**src/rtl/imm_pipe.sv**
```systemverilog
// ---------------------------------------------------------------------------
// imm_pipe -- registered, handshaked immediate generator and target adder.
//
// Each accepted transfer (inst, pc, imm_ctrl) is decoded on the input side
// into an XLEN-wide extended immediate, pc + imm, and an illegal flag. The
// result is held in a two-entry elastic buffer (main = output entry, skid).
// Because in_ready comes from a flop, decode can stall without a
// combinational ready path.
//
// Parameters:
//   XLEN           datapath width, 32 or 64
// Ports:
//   clk, rst_n     clock, asynchronous active-low reset
//   flush          synchronous drop of every buffered entry (wins over transfers)
//   in_valid/in_ready   upstream handshake (in_ready is registered)
//   inst, pc, imm_ctrl  instruction word, its address, format select
//                       (0 none, 1 I, 2 U, 3 S, 4 B, 5 J, 6 Z, 7 C)
//   out_valid/out_ready downstream handshake
//   imm, target, illegal  extended immediate, pc + imm, unsupported format
//
// Build option: define IMM_PIPE_RVC_EN to decode compressed immediates for
// imm_ctrl 7. Without it, imm_ctrl 7 reports illegal with imm 0.
// ---------------------------------------------------------------------------
module imm_pipe #(
    parameter int XLEN = 32
) (
    input  logic            clk,
    input  logic            rst_n,
    input  logic            flush,
    input  logic            in_valid,
    output logic            in_ready,
    input  logic [31:0]     inst,
    input  logic [XLEN-1:0] pc,
    input  logic [2:0]      imm_ctrl,
    output logic            out_valid,
    input  logic            out_ready,
    output logic [XLEN-1:0] imm,
    output logic [XLEN-1:0] target,
    output logic            illegal
);

    // ---------------- input-side decode ----------------
    // Every format fits in a signed 32-bit value; the size cast below
    // sign-extends it to XLEN (Z and unsigned RVC fields stay positive).
    logic signed [31:0] imm32;
    logic               ill_in;
    logic [XLEN-1:0]    imm_in;
    logic [XLEN-1:0]    target_in;

`ifdef IMM_PIPE_RVC_EN
    logic signed [31:0] rvc_imm32;
    logic               rvc_ill;
    logic [4:0]         rvc_op;

    assign rvc_op = {inst[1:0], inst[15:13]};

    always_comb begin
        rvc_imm32 = '0;
        rvc_ill   = 1'b0;
        case (rvc_op)
            5'b00_000: begin // C.ADDI4SPN nzuimm[9:2]
                rvc_imm32 = {22'b0, inst[10:7], inst[12:11], inst[5], inst[6], 2'b00};
                rvc_ill   = (inst[12:5] == 8'd0);
            end
            5'b00_010, 5'b00_110: // C.LW / C.SW uimm[6:2]
                rvc_imm32 = {25'b0, inst[5], inst[12:10], inst[6], 2'b00};
            5'b01_000, 5'b01_010: // C.ADDI / C.LI imm[5:0]
                rvc_imm32 = {{26{inst[12]}}, inst[12], inst[6:2]};
            5'b01_001, 5'b01_101: // C.JAL / C.J offset[11:1]
                rvc_imm32 = {{20{inst[12]}}, inst[12], inst[8], inst[10:9], inst[6],
                             inst[7], inst[2], inst[11], inst[5:3], 1'b0};
            5'b01_011: begin
                // rd == x2 selects C.ADDI16SP, any other rd is C.LUI
                if (inst[11:7] == 5'd2) begin
                    rvc_imm32 = {{22{inst[12]}}, inst[12], inst[4:3], inst[5], inst[2],
                                 inst[6], 4'b0000};
                end else begin
                    rvc_imm32 = {{14{inst[12]}}, inst[12], inst[6:2], 12'b0};
                end
                rvc_ill = ({inst[12], inst[6:2]} == 6'd0);
            end
            5'b01_110, 5'b01_111: // C.BEQZ / C.BNEZ offset[8:1]
                rvc_imm32 = {{23{inst[12]}}, inst[12], inst[6:5], inst[2], inst[11:10],
                             inst[4:3], 1'b0};
            5'b10_010: // C.LWSP uimm[7:2]
                rvc_imm32 = {24'b0, inst[3:2], inst[12], inst[6:4], 2'b00};
            5'b10_110: // C.SWSP uimm[7:2]
                rvc_imm32 = {24'b0, inst[8:7], inst[12:9], 2'b00};
            default: begin
                rvc_imm32 = '0;
                rvc_ill   = 1'b1;
            end
        endcase
    end
`else
    // Opcode bits are not needed by any uncompressed format.
    logic unused_inst;
    assign unused_inst = ^inst[6:0];
`endif

    always_comb begin
        imm32  = '0;
        ill_in = 1'b0;
        case (imm_ctrl)
            3'd1: imm32 = {{20{inst[31]}}, inst[31:20]};
            3'd2: imm32 = {inst[31:12], 12'b0};
            3'd3: imm32 = {{20{inst[31]}}, inst[31:25], inst[11:7]};
            3'd4: imm32 = {{19{inst[31]}}, inst[31], inst[7], inst[30:25], inst[11:8], 1'b0};
            3'd5: imm32 = {{11{inst[31]}}, inst[31], inst[19:12], inst[20], inst[30:21], 1'b0};
            3'd6: imm32 = {27'b0, inst[19:15]};
            3'd7: begin
`ifdef IMM_PIPE_RVC_EN
                imm32  = rvc_imm32;
                ill_in = rvc_ill;
`else
                ill_in = 1'b1;
`endif
            end
            default: imm32 = '0;
        endcase
    end

    assign imm_in    = XLEN'(imm32);
    assign target_in = pc + imm_in;

    // ---------------- two-entry elastic buffer ----------------
    logic            out_valid_q, out_valid_d;
    logic [XLEN-1:0] imm_q, imm_d;
    logic [XLEN-1:0] target_q, target_d;
    logic            illegal_q, illegal_d;
    logic            skid_valid_q, skid_valid_d;
    logic [XLEN-1:0] skid_imm_q, skid_imm_d;
    logic [XLEN-1:0] skid_target_q, skid_target_d;
    logic            skid_illegal_q, skid_illegal_d;
    logic            in_ready_q, in_ready_d;

    logic accept;
    logic drain;

    assign accept = in_valid & in_ready_q;
    assign drain  = out_valid_q & out_ready;

    always_comb begin
        out_valid_d    = out_valid_q;
        imm_d          = imm_q;
        target_d       = target_q;
        illegal_d      = illegal_q;
        skid_valid_d   = skid_valid_q;
        skid_imm_d     = skid_imm_q;
        skid_target_d  = skid_target_q;
        skid_illegal_d = skid_illegal_q;

        if (flush) begin
            out_valid_d  = 1'b0;
            skid_valid_d = 1'b0;
        end else if (!out_valid_q || drain) begin
            if (skid_valid_q) begin
                // Oldest entry lives in skid: promote it, new input backfills skid.
                out_valid_d    = 1'b1;
                imm_d          = skid_imm_q;
                target_d       = skid_target_q;
                illegal_d      = skid_illegal_q;
                skid_valid_d   = accept;
                if (accept) begin
                    skid_imm_d     = imm_in;
                    skid_target_d  = target_in;
                    skid_illegal_d = ill_in;
                end
            end else begin
                // Data fields load only on a real transfer so outputs stay put.
                out_valid_d = accept;
                if (accept) begin
                    imm_d     = imm_in;
                    target_d  = target_in;
                    illegal_d = ill_in;
                end
            end
        end else if (accept) begin
            skid_valid_d   = 1'b1;
            skid_imm_d     = imm_in;
            skid_target_d  = target_in;
            skid_illegal_d = ill_in;
        end

        in_ready_d = ~skid_valid_d;
    end

    always_ff @(posedge clk or negedge rst_n) begin
        if (!rst_n) begin
            out_valid_q    <= 1'b0;
            imm_q          <= '0;
            target_q       <= '0;
            illegal_q      <= 1'b0;
            skid_valid_q   <= 1'b0;
            skid_imm_q     <= '0;
            skid_target_q  <= '0;
            skid_illegal_q <= 1'b0;
            in_ready_q     <= 1'b1;
        end else begin
            out_valid_q    <= out_valid_d;
            imm_q          <= imm_d;
            target_q       <= target_d;
            illegal_q      <= illegal_d;
            skid_valid_q   <= skid_valid_d;
            skid_imm_q     <= skid_imm_d;
            skid_target_q  <= skid_target_d;
            skid_illegal_q <= skid_illegal_d;
            in_ready_q     <= in_ready_d;
        end
    end

    assign out_valid = out_valid_q;
    assign imm       = imm_q;
    assign target    = target_q;
    assign illegal   = illegal_q;
    assign in_ready  = in_ready_q;

endmodule

```
**config.mk**
```make
export PLATFORM = sky130hd
export DESIGN_NAME = imm_pipe
export DESIGN_NICKNAME = d
export VERILOG_FILES = /design/src/rtl/imm_pipe.sv
export SDC_FILE = /design/constraint.sdc
export NUM_CORES = 1
export LEC_CHECK = 0
export ABC_AREA = 1
export BUFFER_PORTS_ARGS = -buffer_cell sky130_fd_sc_hd__buf_2
export CAP_MARGIN = 0
export CORE_UTILIZATION = 52
export DETAILED_ROUTE_END_ITERATION = 10
export PLACE_DENSITY = 0.87
export SLEW_MARGIN = 15
export SYNTH_ARGS = -nofsm -noshare
export SYNTH_HDL_FRONTEND = slang
export SYNTH_SLANG_ARGS = --single-unit
```
**constraint.sdc**
```tcl
create_clock -name clk -period 1.45 [get_ports clk]
set_clock_uncertainty 0.05 [all_clocks]
set_input_delay 0.0725 -clock clk [delete_from_list [all_inputs] [get_ports clk]]
set_output_delay 0.0725 -clock clk [all_outputs]
set_load 0.02 [all_outputs]
```
==> out/qor.txt, run 1 <==
global placement routability congestion: 0.996
total of buffers placed on input and output ports: 131
CTS H-Tree Depth: 4
Synthesized Nets: 1367
failing step: global routing
total half-perimeter wirelength after legalization and detailed placement: 20.4 mm
fraction of the yosys area taken by sequential cells: 39.7%
area of the mapped netlist: 0.00838 sq mm
starting utilization of the core area: 53.0%
most numerous cell types in the synthesized netlist: nand2_1 (502), inv_1 (169), dfrtp_1 (132), a21oi_1 (98), nor2_1 (98)
GR Util All Layers: 96.4%
post-synthesis cell type with the largest combined area: dfrtp_1
buffer type at the clock tree root: clkbuf_16
result of the run: did not finish
DIE HEIGHT: 129 microns
synthesis-stage register bit count: 133
Num CTS Buffers: 17
area share of the largest cell type after synthesis: 39.4%
cell with the most instances after synthesis: nand2_1
pin count of the biggest net entering global routing: 67
worst endpoint type: sequential cell input
I/O pin total: 139
top flip-flop cell by instance count after synthesis: dfrtp_1
post-placement cell area: 0.0107 sq mm
leading post-synthesis cells by cell area: dfrtp_1 (39%), nand2_1 (22%), inv_1 (7.6%)
number of placement rows: 46
number of flops mapped to enable cells by yosys: 0
die width: 129 microns
number of distinct library cells after synthesis: 37
endpoint with the least setup slack after the last repair: imm[21]$_DFFE_PN0P_/D
asr flop ratio synth: 100%
grt total ovfl: 1340
total instance count after detailed placement: 1712
Yosys Warn Count: 0
clock tree buffer depth: 2
error text reported by the tool: [ERROR GRT-0232] Routing congestion too high. Check the congestion heatmap in the GUI.
Syn Area/Cell: 6.64 sq um
clock sink total: 133
cell count after synthesis: 1263
## per-stage QoR
| step | setup TNS, ns | setup WS, ns | util [%] |
|---|---|---|---|
| 3_5_place_dp | -72.02 | -1.28 | 67.4 |
| 2_1_floorplan | -32.22 | -0.666 | - |
| 3_3_place_gp | -69.67 | -1.26 | 67.4 |
| 4_1_cts | -32.60 | -0.613 | 85.8 |
## what timing repair did
item                       CTS
cloned                      14
setup buffers               51
pin swaps                   90
setup endpoints to repair  122
gates resized for setup    326
hold buffers                10
hold endpoints to repair   143
## cells by family after synthesis
| family | Yosys count | synth area share (%) |
|---|---|---|
| AOI/OAI and AO/OA | 187 | 11.8 |
| xor gates and xnor gates | 16 | 1.67 |
| adders and majority gates | 32 | 4.87 |
| buffers and inverters | 219 | 10.1 |
| DFF | 133 | 39.7 |
| and+or+nand+nor | 676 | 31.8 |
## routing by layer
| metal | GRT usage [%] | GRT overflow |
|---|---|---|
| met1 | 86.9 | 15 |
| met2 | 131 | 1011 |
| met3 | 66.5 | 14 |
| met4 | 115 | 300 |
| met5 | 16.2 | 0 |
==> run 2: changes to the inputs <==
--- a/config.mk
+++ b/config.mk
@@ -8,9 +8,9 @@
 export ABC_AREA = 1
 export BUFFER_PORTS_ARGS = -buffer_cell sky130_fd_sc_hd__buf_2
 export CAP_MARGIN = 0
-export CORE_UTILIZATION = 52
+export CORE_UTILIZATION = 40
 export DETAILED_ROUTE_END_ITERATION = 10
-export PLACE_DENSITY = 0.87
+export PLACE_DENSITY_LB_ADDON = 0.15
 export SLEW_MARGIN = 15
 export SYNTH_ARGS = -nofsm -noshare
 export SYNTH_HDL_FRONTEND = slang
==> constraint.sdc (replaced) <==
create_clock -name clk -period 1.9 [get_ports clk]
set_clock_uncertainty 0.05 [all_clocks]
set_input_delay 0.095 -clock clk [delete_from_list [all_inputs] [get_ports clk]]
set_output_delay 0.095 -clock clk [all_outputs]
set_load 0.02 [all_outputs]
==> run 2 against run 1 <==
  * The flow now finishes, with violations (setup timing)
  * Synthesized cell count stayed put
  * Area after synthesis did not move
==> out/qor.txt, run 2 <==
fin crit period: 2.12 ns
cell occurring most often along the worst timing path: nand2_1
Layout Cells excl Fill: 1818
crit path max-delay cell type: ha_4
leading cell type in the layout, fill and taps excluded: nand2_1
switching power as a share of total power: 36.8%
leading post-synthesis cells by cell area: dfrtp_1 (39%), nand2_1 (22%), inv_1 (7.6%) (unchanged)
slowest stage delay, CP: 0.34 ns
Flop pwr share: 33.7%
area share of the largest cell type after synthesis: 39.4% (unchanged)
endpoints failing hold: 0
Yosys Warn Count: 0 (unchanged)
Core Footprint: 0.0204 sq mm
clock tree from TritonCTS: built
Final Max Tran Viols: 0
synthesis-stage register bit count: 133 (unchanged)
crit path buf inv count: 4
cell family contributing the most delay on the critical path: simple AND/OR/NAND/NOR gates
result of the run: complete, but fails checks (was did not finish)
Synthesized Nets: 1367 (unchanged)
I/O pin total: 139 (unchanged)
buffer type at the clock tree root: clkbuf_16 (unchanged)
final clock period utilization by the worst path: 112%
slew at the pin with the worst max-slew slack: 0.820 ns
initial antenna violation count: 0
failing checks: setup timing
critical-path maximum fanout: 7
unrepaired setup endpoints after global routing: yes
Worst setup SP type: primary input
Syn Area/Cell: 6.64 sq um (unchanged)
final worst-path setup slack: -0.219 ns
number of distinct library cells after synthesis: 37 (unchanged)
area growth from synthesis to layout: 54.5%
cell with the most instances after synthesis: nand2_1 (unchanged)
cells on worst reg2reg path: 7
total half-perimeter wirelength after legalization and detailed placement: 20.2 mm (was 20.4 mm)
Power Total: 0.0120 W
global-route wire length before repair: 46.3 mm
first-iteration detailed-routing DRC count: 566
GR Util All Layers: 27.8%
DIE HEIGHT: 147 microns (was 129 microns)
path type of the worst min-delay path: primary input to register
leakage component of the power: 6.97 nW
clock-pin slew of the registers on the worst-case setup and hold paths: 0.06 ns
total number of cells along the worst setup path: 20
final net count: 1639
number of flops mapped to enable cells by yosys: 0 (unchanged)
PD cells: 923 mW/mm^2
worst setup path class: primary input to register
Internal Dissipation: 0.00756 W
via count of the first global-routing pass: 8711
Worst Hold Margin: 0.0198 ns
headroom to the max-slew limit: 45.3%
global placement routability congestion: 0.955 (was 0.996)
detailed-route via count: 9035
cell chain of the critical path: buf_8, clkinvlp_4, nand3_4, nand2_4, o21ai_2, buf_6, o211ai_1, ha_4, nand2_4, inv_1, nand2_1, nand2_1, nand2_1, nand2_1, a21oi_2, nand2_1, nand2_1, nand3_1, nand2_1, nand2_1
relative contribution of the clock network to total power: 28.3%
total instance count after detailed placement: 1748 (was 1712)
top flip-flop cell by instance count after synthesis: dfrtp_1 (unchanged)
element type at the critical path end: register
commonest cells after routing, fill and taps aside: nand2_1 (386), inv_1 (138), dfrtp_1 (131)
die outline area: 0.0215 sq mm
area of the mapped netlist: 0.00838 sq mm (unchanged)
die width: 147 microns (was 129 microns)
post-synthesis cell type with the largest combined area: dfrtp_1 (unchanged)
residual antenna-violating net count after detailed routing: 0
total net switching power: 0.00440 W
max-cap viol count: 0
post-detailed-route DRC marker count: 0
cell count after synthesis: 1263 (unchanged)
final-layout setup total negative slack: -6.10 ns
required time of the critical path: 2.17 ns
clock tree buffer depth: 2 (unchanged)
clock sink total: 133 (unchanged)
pin count of the biggest net entering global routing: 72
hold-critical path depth: 4
CTS H-Tree Depth: 4 (unchanged)
maximum vdd drop: 0.596 mV
starting utilization of the core area: 41.2% (was 53.0%)
asr flop ratio synth: 100% (unchanged)
data arrival time of the critical path: 2.39 ns
Wirelength per Cell: 16.3 microns
post-detailed-routing wire length: 29.6 mm
most numerous cell types in the synthesized netlist: nand2_1 (502), inv_1 (169), dfrtp_1 (132), a21oi_1 (98), nor2_1 (98) (unchanged)
fmax: 472 MHz
Num CTS Buffers: 17 (unchanged)
insertion delay of the later-clocked pin in the worst-skew pair: 0.43 ns
number of placement rows: 52 (was 46)
Layout Utilization: 63.6%
Final setup viols: 52
count of antenna diodes in the layout: 0
share of power burned in combinational logic: 38.0%
layout cells sized above 1: 39.9%
detail-routed via count per cell: 4.97
total of buffers placed on input and output ports: 131 (unchanged)
router iterations before antenna repair: 5
fill cell count: 1774
grt total ovfl: 0
fraction of the yosys area taken by sequential cells: 39.7% (unchanged)
==> run 2: cell counts after synthesis <==
Identical to the previous run, type by type.
==> run 2: cell families after synthesis <==
family | synth area share (%)
adder cells (fa/ha/maj) | 4.87
flip-flops | 39.7
buffers and inverters | 10.1
AO/OA/AOI/OAI | 11.8
XOR/XNOR | 1.67
AND/OR/NAND/NOR | 31.8
==> run 2: metal layers <==
metal  wire (microns)  vias up  part of all wire, %  global-route usage (%)
li1                 -     4478                    -                       -
met1            13700     4257                   46                    39.7
met2            14100      267                   47                    44.2
met3             1470       33                  5.0                    3.66
met4              428        0                  1.4                    7.66
met5                0        -                    0                       0
==> run 2: final timing paths <==
path,start,endpoint,slack [ns]
max,imm_ctrl[1],target[28],-0.22
min,inst[29],skid_imm_q[9],0.02
max reg2reg,in_ready,imm[16],0.21
min reg2reg,target[21],target[21],0.42
max in group asynchronous,rst_n,skid_imm_q[19],1.06
min in group asynchronous,rst_n,skid_target_q[1],0.13
==> run 2: area by class of cell <==
type | instances | area [sq um] | area share [%]
Clock buffer | 22 | 444 | 3.43
Clock inverter | 10 | 133 | 1.02
Inverter | 174 | 667 | 5.15
Multi-Input combinational cell | 911 | 5890 | 45.5
Sequential cell | 133 | 3330 | 25.7
Tap cell | 270 | 338 | 2.61
Timing Repair Buffer | 298 | 2150 | 16.6
==> run 2: metrics by stage <==
step                      cell area (sq um)  setup slack (ns)
after global placement                10500            -0.870
after floorplan                        8670            -0.239
after detailed placement              10500            -0.967
after global routing                  13000            -0.359
after CTS                             12300            -0.118
final                                 13000            -0.219
==> run 2: worst min-delay path, stage by stage <==
cell     delay [ns]
buf_2          0.11
nand2_1        0.07
buf_4          0.09
o21ai_0        0.07
==> run 2: power by group through the flow <==
stage          combinational [W]  clock (W)  sequential (W)
2_1_floorplan            0.00181          0         0.00442
3_3_place_gp             0.00361          0         0.00405
3_5_place_dp             0.00364          0         0.00407
4_1_cts                  0.00415    0.00341         0.00403
5_1_grt                  0.00497    0.00356         0.00412
6_report                 0.00454    0.00338         0.00403
==> run 2: what timing repair did <==
| action | CTS | global route |
|---|---|---|
| hold buffers | 10 | 0 |
| resized for setup | 196 | 168 |
| endpoints found under the hold margin | 142 | 0 |
| setup endpoints to repair | 58 | 64 |
| pin swaps | 63 | 95 |
| setup buffers | 23 | 10 |
(Power assumes the default switching activity.)
